<file path="src/rtl/alu_share_arbiter_pkg.sv">
// Shared constants for the ALU share arbiter: FSM encoding and ALU control codes.
package alu_share_arbiter_pkg;

    localparam logic [1:0] ST_IDLE = 2'd0;
    localparam logic [1:0] ST_EXEC = 2'd1;
    localparam logic [1:0] ST_RESP = 2'd2;

    localparam logic [2:0] ALU_AND = 3'b000;
    localparam logic [2:0] ALU_OR  = 3'b001;
    localparam logic [2:0] ALU_ADD = 3'b010;
    localparam logic [2:0] ALU_NOR = 3'b100;
    localparam logic [2:0] ALU_SUB = 3'b110;
    localparam logic [2:0] ALU_SLT = 3'b111;

    typedef enum logic [1:0] {
        S_IDLE = ST_IDLE,
        S_EXEC = ST_EXEC,
        S_RESP = ST_RESP
    } state_t;

endpackage

</file>
<file path="src/rtl/alu_share_arbiter_rr_pick.sv">
// Combinational round-robin picker: first valid index at or after ptr, wrapping.
module alu_share_arbiter_rr_pick #(
    parameter int NUM_REQ = 2,
    parameter int IW      = 1
) (
    input  logic [NUM_REQ-1:0] valid,
    input  logic [IW-1:0]      ptr,
    output logic [NUM_REQ-1:0] grant,
    output logic [IW-1:0]      idx,
    output logic               any
);

    logic [IW:0] j;

    always_comb begin
        grant = '0;
        idx   = '0;
        any   = 1'b0;
        j     = '0;
        for (int k = 0; k < NUM_REQ; k++) begin
            j = {1'b0, ptr} + (IW+1)'(k);
            if (j >= (IW+1)'(NUM_REQ)) begin
                j = j - (IW+1)'(NUM_REQ);
            end
            if (!any && valid[j[IW-1:0]]) begin
                any               = 1'b1;
                idx               = j[IW-1:0];
                grant[j[IW-1:0]]  = 1'b1;
            end
        end
    end

endmodule

</file>
<file path="src/rtl/alu_share_arbiter.sv">
// Round-robin arbiter/sequencer sharing one combinational ALU among NUM_REQ requesters.
//   state | meaning
//   IDLE  | scan requests from rr_ptr, accept one and latch its operands
//   EXEC  | latched operands drive the ALU; result captured at the edge
//   RESP  | result held for owner until its resp_ready
module alu_share_arbiter
    import alu_share_arbiter_pkg::*;
#(
    parameter int NUM_REQ = 2,
    parameter int WIDTH   = 32,
    parameter int OPW     = 3
) (
    input  logic                     clk,
    input  logic                     reset,
    input  logic [NUM_REQ-1:0]       req_valid,
    output logic [NUM_REQ-1:0]       req_ready,
    input  logic [OPW*NUM_REQ-1:0]   req_op,
    input  logic [WIDTH*NUM_REQ-1:0] req_a,
    input  logic [WIDTH*NUM_REQ-1:0] req_b,
    output logic [NUM_REQ-1:0]       resp_valid,
    input  logic [NUM_REQ-1:0]       resp_ready,
    output logic [WIDTH-1:0]         resp_result,
    output logic                     resp_zero,
    output logic [OPW-1:0]           alu_op,
    output logic [WIDTH-1:0]         alu_a,
    output logic [WIDTH-1:0]         alu_b,
    input  logic [WIDTH-1:0]         alu_result,
    input  logic                     alu_zero
);

    localparam int IW = $clog2(NUM_REQ);

    state_t             state;
    logic [IW-1:0]      rr_ptr;
    logic [IW-1:0]      owner;
    logic [NUM_REQ-1:0] pick_grant;
    logic [IW-1:0]      pick_idx;
    logic               pick_any;

    alu_share_arbiter_rr_pick #(
        .NUM_REQ (NUM_REQ),
        .IW      (IW)
    ) u_pick (
        .valid (req_valid),
        .ptr   (rr_ptr),
        .grant (pick_grant),
        .idx   (pick_idx),
        .any   (pick_any)
    );

    // Ready is only offered while idle, so a grant is always a handshake.
    assign req_ready = (state == S_IDLE) ? pick_grant : '0;

    always_ff @(posedge clk) begin
        if (reset) begin
            state       <= S_IDLE;
            rr_ptr      <= '0;
            owner       <= '0;
            resp_valid  <= '0;
            resp_result <= '0;
            resp_zero   <= 1'b0;
            alu_op      <= '0;
            alu_a       <= '0;
            alu_b       <= '0;
        end else begin
            case (state)
                S_IDLE: begin
                    if (pick_any) begin
                        alu_op <= req_op[OPW*pick_idx +: OPW];
                        alu_a  <= req_a[WIDTH*pick_idx +: WIDTH];
                        alu_b  <= req_b[WIDTH*pick_idx +: WIDTH];
                        owner  <= pick_idx;
                        rr_ptr <= (pick_idx == IW'(NUM_REQ-1)) ? '0 : pick_idx + 1'b1;
                        state  <= S_EXEC;
                    end
                end
                S_EXEC: begin
                    resp_result <= alu_result;
                    resp_zero   <= alu_zero;
                    resp_valid  <= NUM_REQ'(1) << owner;
                    state       <= S_RESP;
                end
                S_RESP: begin
                    if (resp_ready[owner]) begin
                        resp_valid <= '0;
                        state      <= S_IDLE;
                    end
                end
                default: begin
                    resp_valid <= '0;
                    state      <= S_IDLE;
                end
            endcase
        end
    end

endmodule

</file>
<file path="config.mk">
export PLATFORM = sky130hd
export DESIGN_NAME = alu_share_arbiter
export DESIGN_NICKNAME = d
export VERILOG_FILES = /design/src/rtl/alu_share_arbiter_pkg.sv /design/src/rtl/alu_share_arbiter_rr_pick.sv /design/src/rtl/alu_share_arbiter.sv
export SDC_FILE = /design/constraint.sdc
export NUM_CORES = 1
export LEC_CHECK = 0
export BUFFER_PORTS_ARGS = -buffer_cell sky130_fd_sc_hd__buf_2
export CAP_MARGIN = 20
export CORE_MARGIN = 3
export CORE_UTILIZATION = 40
export DETAILED_ROUTE_END_ITERATION = 6
export GPL_ROUTABILITY_DRIVEN = 0
export HOLD_SLACK_MARGIN = 0.06
export PLACE_DENSITY = 0.75
export SYNTH_ARGS = -nofsm -noshare
export SYNTH_HDL_FRONTEND = slang
export SYNTH_SLANG_ARGS = --single-unit
</file>
<file path="constraint.sdc">
create_clock -name clk -period 3.1 [get_ports clk]
set_input_delay 0 -clock clk [delete_from_list [all_inputs] [get_ports clk]]
set_output_delay 0 -clock clk [all_outputs]
set_load 0.02 [all_outputs]
</file>
=== Word level (Yosys, flattened, before mapping) ===
Index checks and enable logic that the tools add are counted.

* Register bits after elaboration: 106
* Input port bits: 173
* Output and inout port bits: 104
* Word-level logic and storage cells: 63

* Add/subtract/negate cells: 4
* Multipliers: 1
* Magnitude comparators: 7
* Eq/ne operators: 4
* Shift operators: 4
* Multiplexer cells: 24
* Bitwise gates (word level): 2
* Reductions and logical operators: 8

{| class="wikitable"
|+ Operators by type and width
! kind !! count
|-
| 64-bit by 7-bit variable part select with 32-bit output || 2
|-
| 1-bit two-way mux || 15
|-
| 2-bit case mux with 3 select lines || 2
|-
| 2-bit two-way mux || 5
|-
| 1-bit by 2-bit less-than comparator with 1-bit output, second input constant || 3
|-
| 2-bit AND reduction || 3
|-
| 6-bit by 4-bit variable part select with 3-bit output || 1
|-
| 2-bit != test, second input constant || 2
|-
| 1-bit logical AND || 3
|-
| 2-bit by 1-bit multiplier with 3-bit output, first input constant || 1
|-
| 1-bit by 1-bit adder with 2-bit output, second input constant || 1
|-
| 1-bit demux with 1-bit select || 2
|-
| 2-bit by 1-bit == test with 1-bit output, second input constant || 1
|-
| 2-bit == test, second input constant || 1
|-
| 1-bit greater-or-equal comparator, second input constant || 2
|-
| 1-bit by 2-bit greater-or-equal comparator with 1-bit output, second input constant || 1
|-
| 2-bit greater-or-equal comparator, second input constant || 1
|-
| 2-bit zero test || 1
|-
| 2-bit OR || 1
|-
| 1-bit by 1-bit left shift with 2-bit output, first input constant || 1
|-
| 1-bit subtractor, second input constant || 2
|-
| 1-bit adder, second input constant || 1
|-
| 1-bit zero test || 1
|-
| 1-bit NOT || 1
|}

=== Longest topological paths before layout ===
* Word-level depth: 10
* Depth in mapped cells: 7
* Gate-level depth less buffers: 3

=== Hierarchy ===
From an unflattened synthesis, not the netlist that was laid out.

* Cell total of the unflattened synthesis: 403
* Area, all modules: 4277.9 sq um

{| class="wikitable"
|+ Modules (own cells, without submodules)
! module !! times used !! cells each !! area each (sq um) !! seq. area each (sq um)
|-
| alu_share_arbiter || 1 || 398 || 4245.3 || 2122.0
|-
| alu_share_arbiter_rr_pick || 1 || 5 || 32.5 || 0.0
|}

=== Worst setup path before layout ===
Ideal clock, no wire load.

* Path type: register -> register
* Start: register state[1]
* End: register alu_b[15]
* Library setup time: 0.132 ns
* Arrival time: 1.119 ns
* Data required time: 2.968 ns
* Setup slack: 1.849 ns
* Stages on the path, launching flop included: 6
* Path buffers: 2
* Period minus slack after synthesis: 1.251 ns
* Cell sequence: dfxtp_1 or2_1 buf_4 buf_2 o21ai_1 a31oi_1

* Cells in the longest elaborated chain, start to end: 2

{| class="wikitable"
|+ Ends and longest elaborated chain
! item !! RTL line !! RTL
|-
| start, declared || alu_share_arbiter.sv:33 || <nowiki>state_t state;</nowiki>
|-
| start signal, assigned || alu_share_arbiter.sv:56 || <nowiki>state <= S_IDLE;</nowiki>
|-
| start signal, assigned || alu_share_arbiter.sv:74 || <nowiki>state <= S_EXEC;</nowiki>
|-
| start signal, assigned || alu_share_arbiter.sv:81 || <nowiki>state <= S_RESP;</nowiki>
|-
| 2-bit zero test || alu_share_arbiter.sv:66 || <nowiki>case (state)</nowiki>
|-
| 2-bit AND reduction (no line) || - ||
|-
| end signal, assigned || alu_share_arbiter.sv:71 || <nowiki>alu_b <= req_b[WIDTH*pick_idx +: WIDTH];</nowiki>
|-
| end, declared || alu_share_arbiter.sv:26 || <nowiki>output logic [WIDTH-1:0] alu_b,</nowiki>
|}

Every way passes these cells.
A chain may end at the register's enable or synchronous reset.

=== Final worst setup path ===
* Start: register state[0]
* End: register alu_b[13]

The elaborated chain is that of the path after synthesis.

==> out/results.tsv <==
stage	metric	value	unit
setup_path	r2r-start	state[0]	
drt	first_pass_iters	7	
setup_path	worst-setup-path-type	reg -> reg	
final_layout	syn2layout_area_growth	71.21	%
placement	io_buffers	276	
grt	antenna_found_initial	0	
cts	cts_root_buffer	clkbuf_16	
setup_path	start_kind	register	
drt	num_vias	6400	
die	dieArea	12860	sq um
synth	synth-seq-cells	106	
job	maxCapViolations	0	
setup_path	crit_required	3.38	ns
cts	cts_resized	0	
synth	synth-seq-area-share	45.97	%
final_layout	nNetsFinal	1141	
timing	tightest_slew	0.7436	ns
die	initial_utilization	41.66	%
final_layout	layout_common_cells	buf_2, dlygate4sd3_1, dfxtp_1, o21ai_1, nand3_1	
drt	detail-route-antenna-nets	0	
drt	viasPerCell	5.750	
cts	clock_latency	0.35	ns
die	ioPinCount	277	
grt	grt_overflow_total	0	
pwr	ir_drop	396.4	uV
synth	syn-num-nets	748	
timing	skew	0.01508	ns
grt	grt_first_pass_wirelength	31400	um
drt	wl_per_cell	18.15	um
die	die_w	113.4	um
setup_path	endpoint_kind	register	
grt	grt_max_degree	107	
pwr	powerDensity	476.2	nW/um^2
synth	avgSynthCellArea	8.027	sq um
final_layout	fillCellCount	847	
timing	setup_viol	0	
drt	drc_errors	0	
timing	rsz0062_at_grt	false	
synth	yosysTopAreaCellShare	45.97	%
cts	cts_hold_buf	169	
synth	syn_inst	575	
cts	htree_levels	3	
outcome	status	finished, final reports clean	
die	die_h	113.4	um
timing	whs	0.1243	ns
setup_path	critical_path.max_fanout	39	
hold_path	holdPathEnd	state[0]	
drt	first_iter_violations	641	
timing	period_share	77.34	%
cts	cts_made_buffers	9	
cts	post_cts_buffers	0	
setup_path	r2r_slack	0.70	ns
setup_path	rr_endpoint	alu_b[13]	
placement	post-place-ws	1.357	ns
final_layout	drive_above_1_share	31.76	%
cts	clock_path_buffers	2	
pwr	power_leakage	3.573	nW
hold_path	whs_path_depth	3	
timing	hold_violations	0	
timing	setup_tns	0	ns
cts	clock-sinks	106	
drt	wirelength	20200	um
cts	cts_tree	yes	
hold_path	hold_start	req_valid[0]	
placement	dpl.hpwl	10600	um
grt	grt_pass1_vias	6381	
hold_path	holdCritPathClass	in -> reg	
synth	yosys_warnings	0	
synth	ys_top_cells_by_area	dfxtp_1, a31oi_1, nand4_1	
die	rows	38	
synth	yosysUniqueCellTypes	24	
timing	maxSlewHeadroom	50.42	%
timing	final.setup.worst_slack	0.7023	ns
timing	fin_crit	2.398	ns
pwr	p_total	3.763	mW
setup_path	reg2reg_depth	5	
timing	maxSlewViolCount	0	
final_layout	antenna_cells	0	
cts	path_clk_slew	0.08	ns
die	coreArea	11080	sq um
setup_path	critPathArrivalTime	2.68	ns
timing	fmax	0.4171	GHz
final_layout	mostFrequentLayoutCell	buf_2	
synth	yosysTopAreaCell	dfxtp_1	
synth	synth_area	4616	sq um
grt	groute.usage.overall	29.90	%
-- registers in the layout (all words and copies together), names as in the netlist --
name / count
resp_result: 32
alu_a: 32
alu_b: 32
resp_valid: 2
resp_zero: 1
alu_op: 3
owner: 1
state: 2
rr_ptr: 1
-- where the power goes --
part / total [mW] / leakage (nW) / switching, mW / internal (mW)
clock network: 1.10 / 0.131 / 0.543 / 0.557
registers: 1.55 / 0.871 / 0.0683 / 1.48
logic: 1.11 / 2.57 / 0.629 / 0.486
-- cells in the mapped netlist (all sizes together) --
master  number
a211oi       1
a21o         1
a21oi       38
a31oi       67
buf         45
clkbuf      29
dfxtp      106
inv          2
mux2i        2
nand2       67
nand2b       4
nand3       68
nand3b       3
nand4       67
nor2         2
nor2b        1
nor3         1
o21ai       69
or2          2
-- how the worst max path moves through the flow --
stage,start,end,cells past startpoint
2_1_floorplan,state[1],alu_b[15],5
6_report,state[0],alu_b[13],5
3_5_place_dp,state[0],rr_ptr,4
3_3_place_gp,state[0],rr_ptr,4
4_1_cts,state[0],alu_a[14],5
5_1_grt,state[0],alu_a[26],5
-- routing by layer --
| layer | GRT usage (%) | vias to the layer above | share of wire [%] |
|---|---|---|---|
| met5 | 0 | - | 0 |
| met4 | 16.83 | 0 | 5.5 |
| met3 | 7.109 | 95 | 9.1 |
| met2 | 51.11 | 483 | 48 |
| met1 | 34.27 | 2915 | 37 |
| li1 | - | 2907 | - |
-- logic make-up (layout without fill, tap and decap cells) --
family	count (synthesis)	count (layout)	synth area share (%)
compound gates	176	176	21.28
flops	106	106	45.97
buf+inv	76	474	8.539
simple gates	215	215	23.77
mux	2	2	0.4337
-- through the flow --
stage               utilization, %  cell area (sq um)  cells
global placement             53.38               5913    927
global route                 71.34               7903   1113
finish                       71.34               7903   1113
CTS                          71.15               7883   1112
floorplan                        -               4616    575
detailed placement           53.38               5913    927
-- critical path: stages, from the launching register on --
cell           delay, ns
dfxtp_1             0.43
nor2_4              0.60
buf_12              0.29
nand4_1             0.13
a31oi_1             0.26
dlygate4sd3_1       0.62
-- cell type report --
class / count / area, sq um / area share (%)
repair buffers: 456 / 3208 / 40.60
flip-flops and latches: 106 / 2122 / 26.85
multi-input cells: 393 / 2112 / 26.73
clock buffers: 10 / 229.0 / 2.897
well taps: 140 / 175.2 / 2.217
clock inverters: 6 / 48.80 / 0.6175
inverters: 2 / 7.507 / 0.09500
(Power assumes the default switching activity.)
